`src/rtl/lab3_decoder_rr_arbiter_if.sv`:
```
`default_nettype none
// ============================================================================
//  Module   : lab3_decoder_rr_arbiter_if
//  Brief    : Request/grant bundle between 32 requesters and the
//             round-robin decoder arbiter.
//  Revision : 1.0
// ============================================================================
interface lab3_decoder_rr_arbiter_if;
    logic [31:0] req;
    logic        rel;      // owner release; "release" is a reserved word
    logic [4:0]  A;
    logic        enable;
    logic [31:0] grant;
    logic        busy;
    logic        timeout;

    modport master (
        output req, rel,
        input  A, enable, grant, busy, timeout
    );

    modport slave (
        input  req, rel,
        output A, enable, grant, busy, timeout
    );
endinterface
`default_nettype wire

```
`src/rtl/lab3_decoder_rr_arbiter.sv`:
```
`default_nettype none
// ============================================================================
//  Module   : lab3_decoder_rr_arbiter
//  Brief    : Round-robin arbiter driving a shared 5x32 decoder, with hold
//             timeout and a one-cycle break-before-make gap between grants.
//  Revision : 1.0
// ============================================================================
module lab3_decoder_rr_arbiter #(
    parameter int MAX_HOLD = 16,
    parameter int CNT_W    = 5
) (
    input  wire                         clock,
    input  wire                         reset,
    lab3_decoder_rr_arbiter_if.slave    bus
);

    localparam logic [CNT_W-1:0] C_HOLD_LAST = CNT_W'(MAX_HOLD - 1);

    typedef enum logic [1:0] {
        S_IDLE  = 2'd0,
        S_GRANT = 2'd1,
        S_GAP   = 2'd2
    } state_t;

    state_t             r_state, w_state_nxt;
    logic [4:0]         r_a, w_a_nxt;
    logic               r_en, w_en_nxt;
    logic [31:0]        r_grant, w_grant_nxt;
    logic               r_busy, w_busy_nxt;
    logic               r_timeout, w_timeout_nxt;
    logic [CNT_W-1:0]   r_cnt, w_cnt_nxt;
    logic [4:0]         r_last, w_last_nxt;

    logic [4:0]         w_winner;
    logic [4:0]         w_idx;
    logic               w_found;
    logic               w_any_req;
    logic               w_owner_req;
    logic               w_at_limit;

    assign w_any_req   = |bus.req;
    assign w_owner_req = bus.req[r_a];
    assign w_at_limit  = (r_cnt == C_HOLD_LAST);

    // Search starts one past the last owner; offset 32 wraps back to the
    // last owner itself, so it only wins when it is the sole requester.
    always_comb begin
        w_found  = 1'b0;
        w_winner = r_last;
        w_idx    = r_last;
        for (int i = 1; i <= 32; i++) begin
            w_idx = r_last + 5'(i);
            if (!w_found && bus.req[w_idx]) begin
                w_found  = 1'b1;
                w_winner = w_idx;
            end
        end
    end

    always_comb begin
        w_state_nxt   = r_state;
        w_a_nxt       = r_a;
        w_en_nxt      = r_en;
        w_grant_nxt   = r_grant;
        w_cnt_nxt     = r_cnt;
        w_last_nxt    = r_last;
        w_timeout_nxt = 1'b0;

        case (r_state)
            S_IDLE, S_GAP: begin
                if (w_any_req) begin
                    w_state_nxt = S_GRANT;
                    w_a_nxt     = w_winner;
                    w_en_nxt    = 1'b1;
                    w_grant_nxt = 32'd1 << w_winner;
                    w_cnt_nxt   = '0;
                end else begin
                    w_state_nxt = S_IDLE;
                    w_en_nxt    = 1'b0;
                    w_grant_nxt = '0;
                end
            end
            S_GRANT: begin
                if (bus.rel || !w_owner_req || w_at_limit) begin
                    w_state_nxt   = S_GAP;
                    w_en_nxt      = 1'b0;
                    w_grant_nxt   = '0;
                    w_last_nxt    = r_a;
                    // Timeout only when the limit was the sole reason to exit
                    w_timeout_nxt = w_at_limit && !bus.rel && w_owner_req;
                end else if (!w_at_limit) begin
                    w_cnt_nxt = r_cnt + 1'b1;
                end
            end
            default: begin
                w_state_nxt = S_IDLE;
                w_en_nxt    = 1'b0;
                w_grant_nxt = '0;
            end
        endcase

        w_busy_nxt = (w_state_nxt != S_IDLE);
    end

    always_ff @(posedge clock or posedge reset) begin
        if (reset) begin
            r_state   <= S_IDLE;
            r_a       <= '0;
            r_en      <= 1'b0;
            r_grant   <= '0;
            r_busy    <= 1'b0;
            r_timeout <= 1'b0;
            r_cnt     <= '0;
            r_last    <= 5'd31;
        end else begin
            r_state   <= w_state_nxt;
            r_a       <= w_a_nxt;
            r_en      <= w_en_nxt;
            r_grant   <= w_grant_nxt;
            r_busy    <= w_busy_nxt;
            r_timeout <= w_timeout_nxt;
            r_cnt     <= w_cnt_nxt;
            r_last    <= w_last_nxt;
        end
    end

    assign bus.A       = r_a;
    assign bus.enable  = r_en;
    assign bus.grant   = r_grant;
    assign bus.busy    = r_busy;
    assign bus.timeout = r_timeout;

endmodule
`default_nettype wire

```
`src/flat_wrapper.sv`:
```
// flat-port wrapper written by rule: the top's interface ports become plain ports
module lab3_decoder_rr_arbiter_flat 
#(
    parameter int MAX_HOLD = 16,
    parameter int CNT_W    = 5
)
  (clock, reset, bus_req, bus_rel, bus_A, bus_enable, bus_grant, bus_busy, bus_timeout);
  lab3_decoder_rr_arbiter_if bus_i ();
  input  wire clock;
  input  wire reset;
  input wire logic [$bits(bus_i.req)-1:0] bus_req;
  input wire logic [$bits(bus_i.rel)-1:0] bus_rel;
  output wire logic [$bits(bus_i.A)-1:0] bus_A;
  output wire logic [$bits(bus_i.enable)-1:0] bus_enable;
  output wire logic [$bits(bus_i.grant)-1:0] bus_grant;
  output wire logic [$bits(bus_i.busy)-1:0] bus_busy;
  output wire logic [$bits(bus_i.timeout)-1:0] bus_timeout;
  assign bus_i.req = bus_req;
  assign bus_i.rel = bus_rel;
  assign bus_A = bus_i.A;
  assign bus_enable = bus_i.enable;
  assign bus_grant = bus_i.grant;
  assign bus_busy = bus_i.busy;
  assign bus_timeout = bus_i.timeout;
  lab3_decoder_rr_arbiter #(.MAX_HOLD(MAX_HOLD), .CNT_W(CNT_W)) u_core (.clock(clock), .reset(reset), .bus(bus_i));
endmodule
```
`config.mk`:
```
export PLATFORM = sky130hd
export DESIGN_NAME = lab3_decoder_rr_arbiter_flat
export DESIGN_NICKNAME = d
export VERILOG_FILES = /design/src/rtl/lab3_decoder_rr_arbiter_if.sv /design/src/rtl/lab3_decoder_rr_arbiter.sv /design/src/flat_wrapper.sv
export SDC_FILE = /design/constraint.sdc
export NUM_CORES = 1
export LEC_CHECK = 0
export BUFFER_PORTS_ARGS = -buffer_cell sky130_fd_sc_hd__buf_2
export CAP_MARGIN = 10
export CELL_PAD_IN_SITES_DETAIL_PLACEMENT = 1
export CELL_PAD_IN_SITES_GLOBAL_PLACEMENT = 1
export CORE_MARGIN = 2
export CORE_UTILIZATION = 40
export DETAILED_ROUTE_END_ITERATION = 12
export PLACE_DENSITY_LB_ADDON = 0.1
export SLEW_MARGIN = 10
export SYNTH_ARGS = -nofsm -noshare
export SYNTH_HDL_FRONTEND = slang
export SYNTH_SLANG_ARGS = --single-unit
```
`constraint.sdc`:
```
create_clock -name clock -period 6.9 [get_ports clock]
set_input_delay 0.69 -clock clock [delete_from_list [all_inputs] [get_ports clock]]
set_output_delay 0.69 -clock clock [all_outputs]
set_load 0.005 [all_outputs]
```
==> results.yml, run 1 <==
run_status:
  status: "complete, no violations"
grt:
  grt_pass1_wl_um: 67280
  grt-ovfl-total: 0
  antenna_found_initial: 0
  grt_pass1_vias: 10240
  grt_max_degree: 53
  grt.total_usage_pct: 34.02
sta:
  tightestPinTransition_ns: 1.075
  period_minus_slack_ns: 6.444
  hold_viol_final: 0
  final.setup.tns_ns: 0
  rsz0062_at_grt: "no"
  finalSetupViolations: 0
  slew_headroom_pct: 27.81
  fmax_ghz: 0.1552
  period_share_pct: 93.39
  clock_skew_ns: 0.006134
  slew_violations: 0
cells_and_area:
  diodes: 0
  area_growth_pct: 9.216
  drive_gt1_share_pct: 27.43
  fin_util_pct: 44.33
  nets: 1201
  final_cell_mix: "nand2_1 (114), mux4_2 (98), mux2i_1 (79)"
  final_common_cell: "nand2_1"
synthesis:
  synthTopCellsByArea: "mux4_2 (22%), dfrtp_1 (12%), mux2i_1 (8.0%)"
  async_flop_share_pct: 100.0
  synthCells: 1125
  syn_area_per_cell_um2: 8.750
  yosysUniqueCellTypes: 89
  synth_edf_count: 0
  synth_top_cell_by_area: "mux4_2"
  synth-seq-cells: 52
  yosys_most_used_dff: "dfrtp_1"
  synth_nets: 1175
  seq_area_frac_synth_pct: 13.28
  synth_top_area_share_pct: 22.42
  ys_warn_count: 0
  syn_area_um2: 9843
detailed_routing:
  drtIter0Drc: 1195
  vias: 10340
  routed_wl_um: 44180
  routed_via_density: 7.002
  wl_per_cell_um: 29.93
  ant_nets: 0
  dr.pass1.iters: 5
  drc: 0
cts:
  cts_setup_buffers: 0
  cts.sinks: 52
  clkLatencyLatePin_ns: 0.30
  cts_buffers: 5
  h-tree-depth: 2
  cts_hold_buf: 0
  root_buffer: "clkbuf_16"
  clk_pin_slew_worst_paths_ns: 0.07
  cts_resized: 0
  cts_tree: "yes"
  clockBufferDepth: 2
floorplanning:
  start_util_pct: 40.59
  core.rowCount: 57
  die_w_um: 160.9
  die_h_um: 160.9
  dieArea_um2: 25880
  io_pins: 75
  core_area_um2: 24250
setup_path:
  cp_max_fo: 19
  critPathLaunchType: "flip-flop"
  critPathArrivalTime_ns: 6.65
  path_buf_inv: 2
  cpLargestDelayFamily: "simple AND/OR/NAND/NOR gates"
  worst_setup_path_end_kind: "flip-flop"
  slowest_delay_ns: 0.99
  crit_chain: "inv_1 -> buf_4 -> ha_1 -> mux4_2 -> mux2i_1 -> a2bb2oi_1 -> a31o_1 -> nor4_4 -> nand4_1 -> nor2_1 -> o21ai_0 -> and4_1 -> a21oi_1 -> or2_1 -> o21ai_0 -> o21ai_0"
  cp_common_cell: "o21ai_0"
  critical_path_class: "flip-flop to flip-flop"
  cp_data_required_time_ns: 7.11
  slowest_stage: "ha_1"
hold_path:
  hold_class: "flip-flop to flip-flop"
placed_design:
  dpl.hpwl_um: 33450
  portBuffers: 74
  place.gp.congestion: 0.9385
flow_run:
  drv_cap: 0
[final timing paths]
path | startpoint | slack (ns) | endpoint | cells past startpoint
max in group asynchronous | reset | 5.81 | u_core.r_state[0]$_DFF_PP0_ | 2
max reg2reg | u_core.r_last[2]$_DFFE_PP1P_ | 0.46 | u_core.bus.grant[6]$_DFFE_PP0P_ | 16
min | u_core.bus.grant[7]$_DFFE_PP0P_ | 0.49 | u_core.bus.grant[7]$_DFFE_PP0P_ | 2
min reg2reg | u_core.bus.grant[7]$_DFFE_PP0P_ | 0.49 | u_core.bus.grant[7]$_DFFE_PP0P_ | 2
min in group asynchronous | reset | 0.55 | u_core.bus.grant[1]$_DFFE_PP0P_ | 2
max | u_core.r_last[2]$_DFFE_PP1P_ | 0.46 | u_core.bus.grant[6]$_DFFE_PP0P_ | 16
[per-layer routing]
metal  vias to the layer above  GRT usage, %  wire length (um)  share of wire [%]
met3                       101         6.689              3550                8.0
met2                       488         53.00             19810                 45
met1                      5292         46.99             18790                 43
li1                       4454             -                 -                  -
met4                         0         12.62              2037                4.6
met5                         -             0                 0                  0
[cell type report]
cell class	instances	area (um^2)
Fill cell	2888	13500
Multi-Input combinational cell	945	8003
Sequential cell	52	1311
Timing Repair Buffer	121	735.7
Tap cell	324	405.4
Clock buffer	5	125.1
Inverter	26	101.3
Clock inverter	3	68.82
[tightest hold or removal path, delay by kind of cell (launching register included)]
family | cells | cell delay [ns]
AND/OR/NAND/NOR | 1 | 0.05
flip-flops | 1 | 0.35
AO/OA/AOI/OAI | 1 | 0.06
[state kept, by name (all words and copies together) (netlist names)]
| name | flops |
|---|---|
| u_core.r_cnt | 5 |
| u_core.bus.A | 5 |
| u_core.bus.enable | 1 |
| u_core.r_state | 2 |
| u_core.bus.timeout | 1 |
| u_core.r_last | 5 |
| u_core.bus.busy | 1 |
| u_core.bus.grant | 32 |
[cell families (layout without fill, tap and decap cells)]
| logic type | count (synthesis) | in the layout | share of synthesized area (%) |
|---|---|---|---|
| adder cells (fa/ha/maj) | 15 | 15 | 1.907 |
| buffers and inverters | 128 | 155 | 5.618 |
| AO/OA/AOI/OAI | 303 | 303 | 20.99 |
| XOR/XNOR | 36 | 36 | 3.203 |
| multiplexers | 226 | 226 | 36.06 |
| flip-flops | 52 | 52 | 13.28 |
| AND/OR/NAND/NOR | 365 | 365 | 18.94 |
[synthesized netlist by cell type (5+ instances only)]
| cell | number |
|---|---|
| a22oi_1 | 8 |
| dfstp_2 | 5 |
| a21boi_0 | 9 |
| o21bai_1 | 5 |
| o2111ai_1 | 7 |
| nor3_2 | 5 |
| o21a_1 | 6 |
| and3_1 | 8 |
| a2111oi_0 | 5 |
| mux2i_1 | 79 |
| and2_1 | 8 |
| mux4_2 | 98 |
| a22o_1 | 18 |
| nor2_1 | 69 |
| nor4_1 | 19 |
| ha_1 | 15 |
| nand2_1 | 114 |
| dfrtp_1 | 47 |
| xnor2_1 | 32 |
| a31oi_1 | 10 |
| nand3b_1 | 8 |
| buf_4 | 5 |
| inv_1 | 20 |
| nor3_1 | 27 |
| buf_2 | 11 |
| a21oi_1 | 59 |
| buf_6 | 5 |
| or3_1 | 5 |
| o211ai_1 | 18 |
| nand3_1 | 41 |
| mux2_2 | 49 |
| clkbuf_1 | 70 |
| o21ai_0 | 75 |
| nand4_1 | 13 |
| o22ai_1 | 12 |
| nand2b_1 | 14 |
| a311oi_1 | 9 |
| nor2b_1 | 5 |
| buf_1 | 11 |
[metrics by stage]
step	instances	setup WS (ns)	hold WS, ns	cell area, um^2
after global routing	1476	0.2401	0.5155	10750
after CTS	1476	0.7002	0.4885	10750
after detailed placement	1468	0.7245	0.4721	10560
final	1476	0.4562	0.4857	10750
after floorplan	1125	0.4498	0.4711	9843
after global placement	1468	0.8534	0.4586	10560
Power of run 1 is left out: the tool's default activity adds up to more than one toggle a clock period on the data nets, which glitch-free logic cannot reach.
==> run 2: changes to the inputs <==
--- a/config.mk
+++ b/config.mk
@@ -10,7 +10,7 @@
 export CELL_PAD_IN_SITES_DETAIL_PLACEMENT = 1
 export CELL_PAD_IN_SITES_GLOBAL_PLACEMENT = 1
 export CORE_MARGIN = 2
-export CORE_UTILIZATION = 40
+export CORE_UTILIZATION = 44
 export DETAILED_ROUTE_END_ITERATION = 12
 export PLACE_DENSITY_LB_ADDON = 0.1
 export SLEW_MARGIN = 10
==> run 2 against run 1 <==
Effect of this change: non-clock buffer count fell by 2; routed wire length shrank 1.6%; maximum frequency increased by 3.1%; global-route usage rose by 2.4 points; count of clock-buffer cells in the layout unchanged; worst hold slack worse by 0.0079 ns; setup slack improved by 0.19 ns; first-iteration DRC count is 11% lower.
==> results.yml, run 2 (synthesized netlist as in run 1, its figures left out) <==
sta:
  period_share_pct: 90.57
  rsz0062_at_grt: "no"
  slew_violations: 0
  finalSetupViolations: 0
  period_minus_slack_ns: 6.250
  clock_skew_ns: 0.006032
  fmax_ghz: 0.1600
  tightestPinTransition_ns: 1.192
  final.setup.tns_ns: 0
  hold_ws_ns: 0.4778
  slew_headroom_pct: 19.50
  hold_viol_final: 0
placed_design:
  dp.cells: 1422
  place.gp.congestion: 0.9836
  portBuffers: 74
  dpl.hpwl_um: 32930
grt:
  grt_max_degree: 86
  grt_pass1_wl_um: 66210
  antenna_found_initial: 1
  grt.total_usage_pct: 36.46
  grt-ovfl-total: 0
  grt_pass1_vias: 10150
cts:
  cts_buffers: 5
  cts_resized: 0
  cts_tree: "yes"
  cts_hold_buf: 0
  root_buffer: "clkbuf_16"
  clkLatencyLatePin_ns: 0.30
  h-tree-depth: 2
  cts.sinks: 52
  clk_pin_slew_worst_paths_ns: 0.07
  clockBufferDepth: 2
  cts_setup_buffers: 0
detailed_routing:
  drc: 0
  dr.pass1.iters: 6
  vias: 10450
  wl_per_cell_um: 30.40
  routed_wl_um: 43470
  drtIter0Drc: 1058
  routed_via_density: 7.308
  ant_nets: 0
run_status:
  status: "complete, no violations"
cells_and_area:
  fin_cells: 1430
  drive_gt1_share_pct: 27.30
  diodes: 0
  final_cell_mix: "nand2_1 (114), mux4_2 (98), mux2i_1 (79)"
  nets: 1199
  largest_reg_flops: 32
  area_growth_pct: 8.351
  final_common_cell: "nand2_1"
setup_path:
  critPathArrivalTime_ns: 6.41
  critPathLaunchType: "flip-flop"
  cp_max_fo: 18
  path_buf_inv: 3
  critical_path_class: "flip-flop to flip-flop"
  worst_setup_path_end_kind: "flip-flop"
  cp_data_required_time_ns: 7.06
  slowest_stage: "a21boi_0"
  crit_chain: "clkinv_1 -> buf_4 -> ha_1 -> a21boi_0 -> xnor2_1 -> mux2i_1 -> a22oi_1 -> a21oi_2 -> nand3_1 -> nor4_4 -> buf_4 -> o211ai_1 -> o221ai_1 -> a21oi_1 -> o21a_1 -> o21ai_0 -> o21ai_0"
  slowest_delay_ns: 0.87
  cpLargestDelayFamily: "compound AO/OA/AOI/OAI gates"
floorplanning:
  core.rowCount: 54
  start_util_pct: 44.96
  die_w_um: 153.6
  core_area_um2: 21890
  die_h_um: 153.6
  dieArea_um2: 23580
  io_pins: 75
hold_path:
  hold_class: "flip-flop to flip-flop"
flow_run:
  drv_cap: 0
## run 2: cell type report
cell class / count / area (um^2)
tap: 280 / 350.3
inverter: 26 / 100.1
clock buffer: 5 / 125.1
multi-input combinational: 945 / 8003
sequential: 52 / 1311
fill: 2597 / 11230
timing repair buffer: 119 / 733.2
clock inverter: 3 / 42.54
## run 2: final timing paths
path                                             startpoint                                to  slack [ns]  depth (start not counted)
max in group asynchronous                             reset  u_core.bus.grant[19]$_DFFE_PP0P_        5.58                          2
max                            u_core.r_last[1]$_DFFE_PP1P_   u_core.bus.grant[6]$_DFFE_PP0P_        0.65                         17
min in group asynchronous                             reset       u_core.bus.A[0]$_DFFE_PP0P_        0.66                          2
min                        u_core.bus.grant[26]$_DFFE_PP0P_  u_core.bus.grant[26]$_DFFE_PP0P_        0.48                          2
max reg2reg                    u_core.r_last[1]$_DFFE_PP1P_   u_core.bus.grant[6]$_DFFE_PP0P_        0.65                         17
min reg2reg                u_core.bus.grant[26]$_DFFE_PP0P_  u_core.bus.grant[26]$_DFFE_PP0P_        0.48                          2
## run 2: worst min-delay path: stages (launching register included)
cell,delay [ns]
dfrtp_1,0.34
nand2_1,0.04
o21ai_0,0.06
## run 2: per-layer routing
metal | global-route usage, % | wire length [um] | vias up
met1 | 52.50 | 17900 | 5229
met4 | 14.15 | 2088 | 2
met5 | 0 | 13 | -
met2 | 54.43 | 19090 | 657
met3 | 6.821 | 4368 | 112
li1 | - | - | 4451
## run 2: through the flow
| step | instance area [um^2] | worst slack, ns | util, % |
|---|---|---|---|
| after global placement | 10500 | 1.009 | 47.95 |
| final | 10670 | 0.6504 | 48.72 |
| after floorplan | 9843 | 0.4498 | - |
| after CTS | 10670 | 0.7987 | 48.72 |
| after global routing | 10670 | 0.2162 | 48.72 |
| after detailed placement | 10500 | 0.8196 | 47.95 |
Power of run 2 is left out for the same reason.
==> run 3: changes to the inputs <==
--- a/config.mk
+++ b/config.mk
@@ -10,7 +10,7 @@
 export CELL_PAD_IN_SITES_DETAIL_PLACEMENT = 1
 export CELL_PAD_IN_SITES_GLOBAL_PLACEMENT = 1
 export CORE_MARGIN = 2
-export CORE_UTILIZATION = 44
+export CORE_UTILIZATION = 52
 export DETAILED_ROUTE_END_ITERATION = 12
 export PLACE_DENSITY_LB_ADDON = 0.1
 export SLEW_MARGIN = 10
==> constraint.sdc (replaced) <==
create_clock -name clock -period 8 [get_ports clock]
set_input_delay 0.8 -clock clock [delete_from_list [all_inputs] [get_ports clock]]
set_output_delay 0.8 -clock clock [all_outputs]
set_load 0.005 [all_outputs]
==> run 3 against run 2 <==
Effect of this change: core utilization increased by 7.4 points; setup slack got worse by 0.026 ns; non-clock buffer count decreased by 14; critical path depth decreased by 1; first-iteration DRC count increased by 9.0%; routed wire length decreased by 0.96%; clock skew about the same; global-route usage increased by 6.9 points; maximum frequency decreased by 15%; via count increased by 2.3%.
==> results.yml, run 3 (synthesized netlist as in run 1, its figures left out) <==
sta:
  slew_violations: 0
  hold_viol_final: 0
  rsz0062_at_grt: "no"
  slew_headroom_pct: 23.34
  clock_skew_ns: 0.005923
  fmax_ghz: 0.1356
  tightestPinTransition_ns: 1.142
  period_minus_slack_ns: 7.375
  final.setup.tns_ns: 0
  finalSetupViolations: 0
  period_share_pct: 92.19
setup_path:
  path_buf_inv: 3
  rr_endpoint: "u_core.bus.grant[15]$_DFFE_PP0P_"
  worstReg2RegStart: "u_core.r_last[1]$_DFFE_PP1P_"
  crit_chain: "clkinv_1 -> buf_4 -> ha_1 -> xnor2_1 -> buf_4 -> mux4_2 -> mux4_2 -> a31o_1 -> nor4_4 -> nand3_2 -> nor4_4 -> nand3_2 -> o31ai_1 -> a32oi_4 -> o21ai_0 -> o21ai_0"
  critical_path_class: "flip-flop to flip-flop"
  cp_max_fo: 24
  slowest_stage: "nor4_4"
  r2r_slack_ns: 0.62
  critPathArrivalTime_ns: 7.52
  slowest_delay_ns: 0.85
  cpLargestDelayFamily: "simple AND/OR/NAND/NOR gates"
  worstRegToRegCells: 16
  cp_data_required_time_ns: 8.15
  worst_setup_path_end_kind: "flip-flop"
  critPathLaunchType: "flip-flop"
detailed_routing:
  routed_via_density: 7.806
  ant_nets: 0
  drtIter0Drc: 1153
  routed_wl_um: 43050
  dr.pass1.iters: 5
  drc: 0
  wl_per_cell_um: 31.42
  vias: 10690
flow_run:
  drv_cap: 0
cts:
  cts_buffers: 5
  cts_tree: "yes"
  cts_hold_buf: 0
  root_buffer: "clkbuf_16"
  cts_resized: 0
  clk_pin_slew_worst_paths_ns: 0.07
  h-tree-depth: 2
  cts.sinks: 52
  cts_setup_buffers: 0
  clockBufferDepth: 2
  clkLatencyLatePin_ns: 0.30
grt:
  grt.total_usage_pct: 43.35
  grt-ovfl-total: 0
  grt_pass1_wl_um: 66100
  grt_pass1_vias: 10710
  grtUsageMet3_pct: 7.189
  grt_max_degree: 64
  antenna_found_initial: 0
  top_usage_layer: "met2"
  use_met1_pct: 58.26
  use_met2_pct: 67.50
hold_path:
  hold_start: "u_core.bus.grant[19]$_DFFE_PP0P_"
  hold_class: "flip-flop to flip-flop"
  min_path_cells: 2
  holdPathEnd: "u_core.bus.grant[19]$_DFFE_PP0P_"
floorplanning:
  start_util_pct: 52.80
  io_pins: 75
  die_h_um: 141.6
  die_w_um: 141.6
  core.rowCount: 50
  core_area_um2: 18640
  dieArea_um2: 20050
cells_and_area:
  final_cell_mix: "nand2_1 (114), mux4_2 (98), mux2i_1 (79)"
  area_growth_pct: 6.229
  fin_util_pct: 56.09
  drive_gt1_share_pct: 26.41
  diodes: 0
  nets: 1185
  largest_reg_flops: 32
  final_common_cell: "nand2_1"
run_status:
  status: "complete, no violations"
placed_design:
  portBuffers: 74
  dpl.hpwl_um: 32170
  place.gp.congestion: 1.027
## run 3: changes by cell type in the layout (fill, tap and decap cells not counted)
cell       delta
bufinv_16     -1
buf_12        -2
buf_4        -12
inv_6         +1
## run 3: how the worst max path moves through the flow
stage	start	to	slack, ns	depth (start not counted)
6_report	u_core.r_last[1]$_DFFE_PP1P_	u_core.bus.grant[15]$_DFFE_PP0P_	0.62	16
5_1_grt	u_core.r_last[1]$_DFFE_PP1P_	u_core.bus.grant[15]$_DFFE_PP0P_	0.45	16
4_1_cts	u_core.r_last[1]$_DFFE_PP1P_	u_core.bus.grant[15]$_DFFE_PP0P_	0.93	16
3_5_place_dp	u_core.r_last[1]$_DFFE_PP1P_	u_core.bus.grant[14]$_DFFE_PP0P_	1.00	16
3_3_place_gp	u_core.r_last[1]$_DFFE_PP1P_	u_core.bus.grant[12]$_DFFE_PP0P_	1.20	17
2_1_floorplan	u_core.r_last[1]$_DFFE_PP1P_	u_core.bus.grant[13]$_DFFE_PP0P_	1.55	22
## run 3: worst reg2reg max path: stages (launching register included)
cell	delay, ns
dfstp_4	0.80
clkinv_1	0.18
buf_4	0.25
ha_1	0.29
xnor2_1	0.69
buf_4	0.35
mux4_2	0.62
mux4_2	0.60
a31o_1	0.29
nor4_4	0.42
nand3_2	0.23
nor4_4	0.85
nand3_2	0.29
o31ai_1	0.50
a32oi_4	0.17
o21ai_0	0.49
o21ai_0	0.20
## run 3: metrics by stage
stage                     area [um^2]  hold WS, ns  cells  setup slack [ns]
after floorplan                  9843       0.4711   1125             1.550
after global placement          10310       0.4576   1362             1.195
after detailed placement        10310       0.4698   1362             1.004
after CTS                       10460       0.4864   1370            0.9252
after global routing            10460       0.5149   1370            0.4501
final                           10460       0.4822   1370            0.6247
## run 3: layout make-up
cell class / count / area, um^2
Clock inverter: 3 / 21.27
Fill cell: 2233 / 8187
Sequential cell: 52 / 1311
Inverter: 26 / 100.1
Timing Repair Buffer: 105 / 603.1
Tap cell: 234 / 292.8
Clock buffer: 5 / 125.1
Multi-Input combinational cell: 945 / 8003
## run 3: routing by layer
layer / share of wire [%] / up-vias
met2: 45 / 753
met3: 11 / 179
met5: 0 / -
met1: 38 / 5352
li1: - / 4410
met4: 6.8 / 0
Power of run 3 is left out for the same reason.
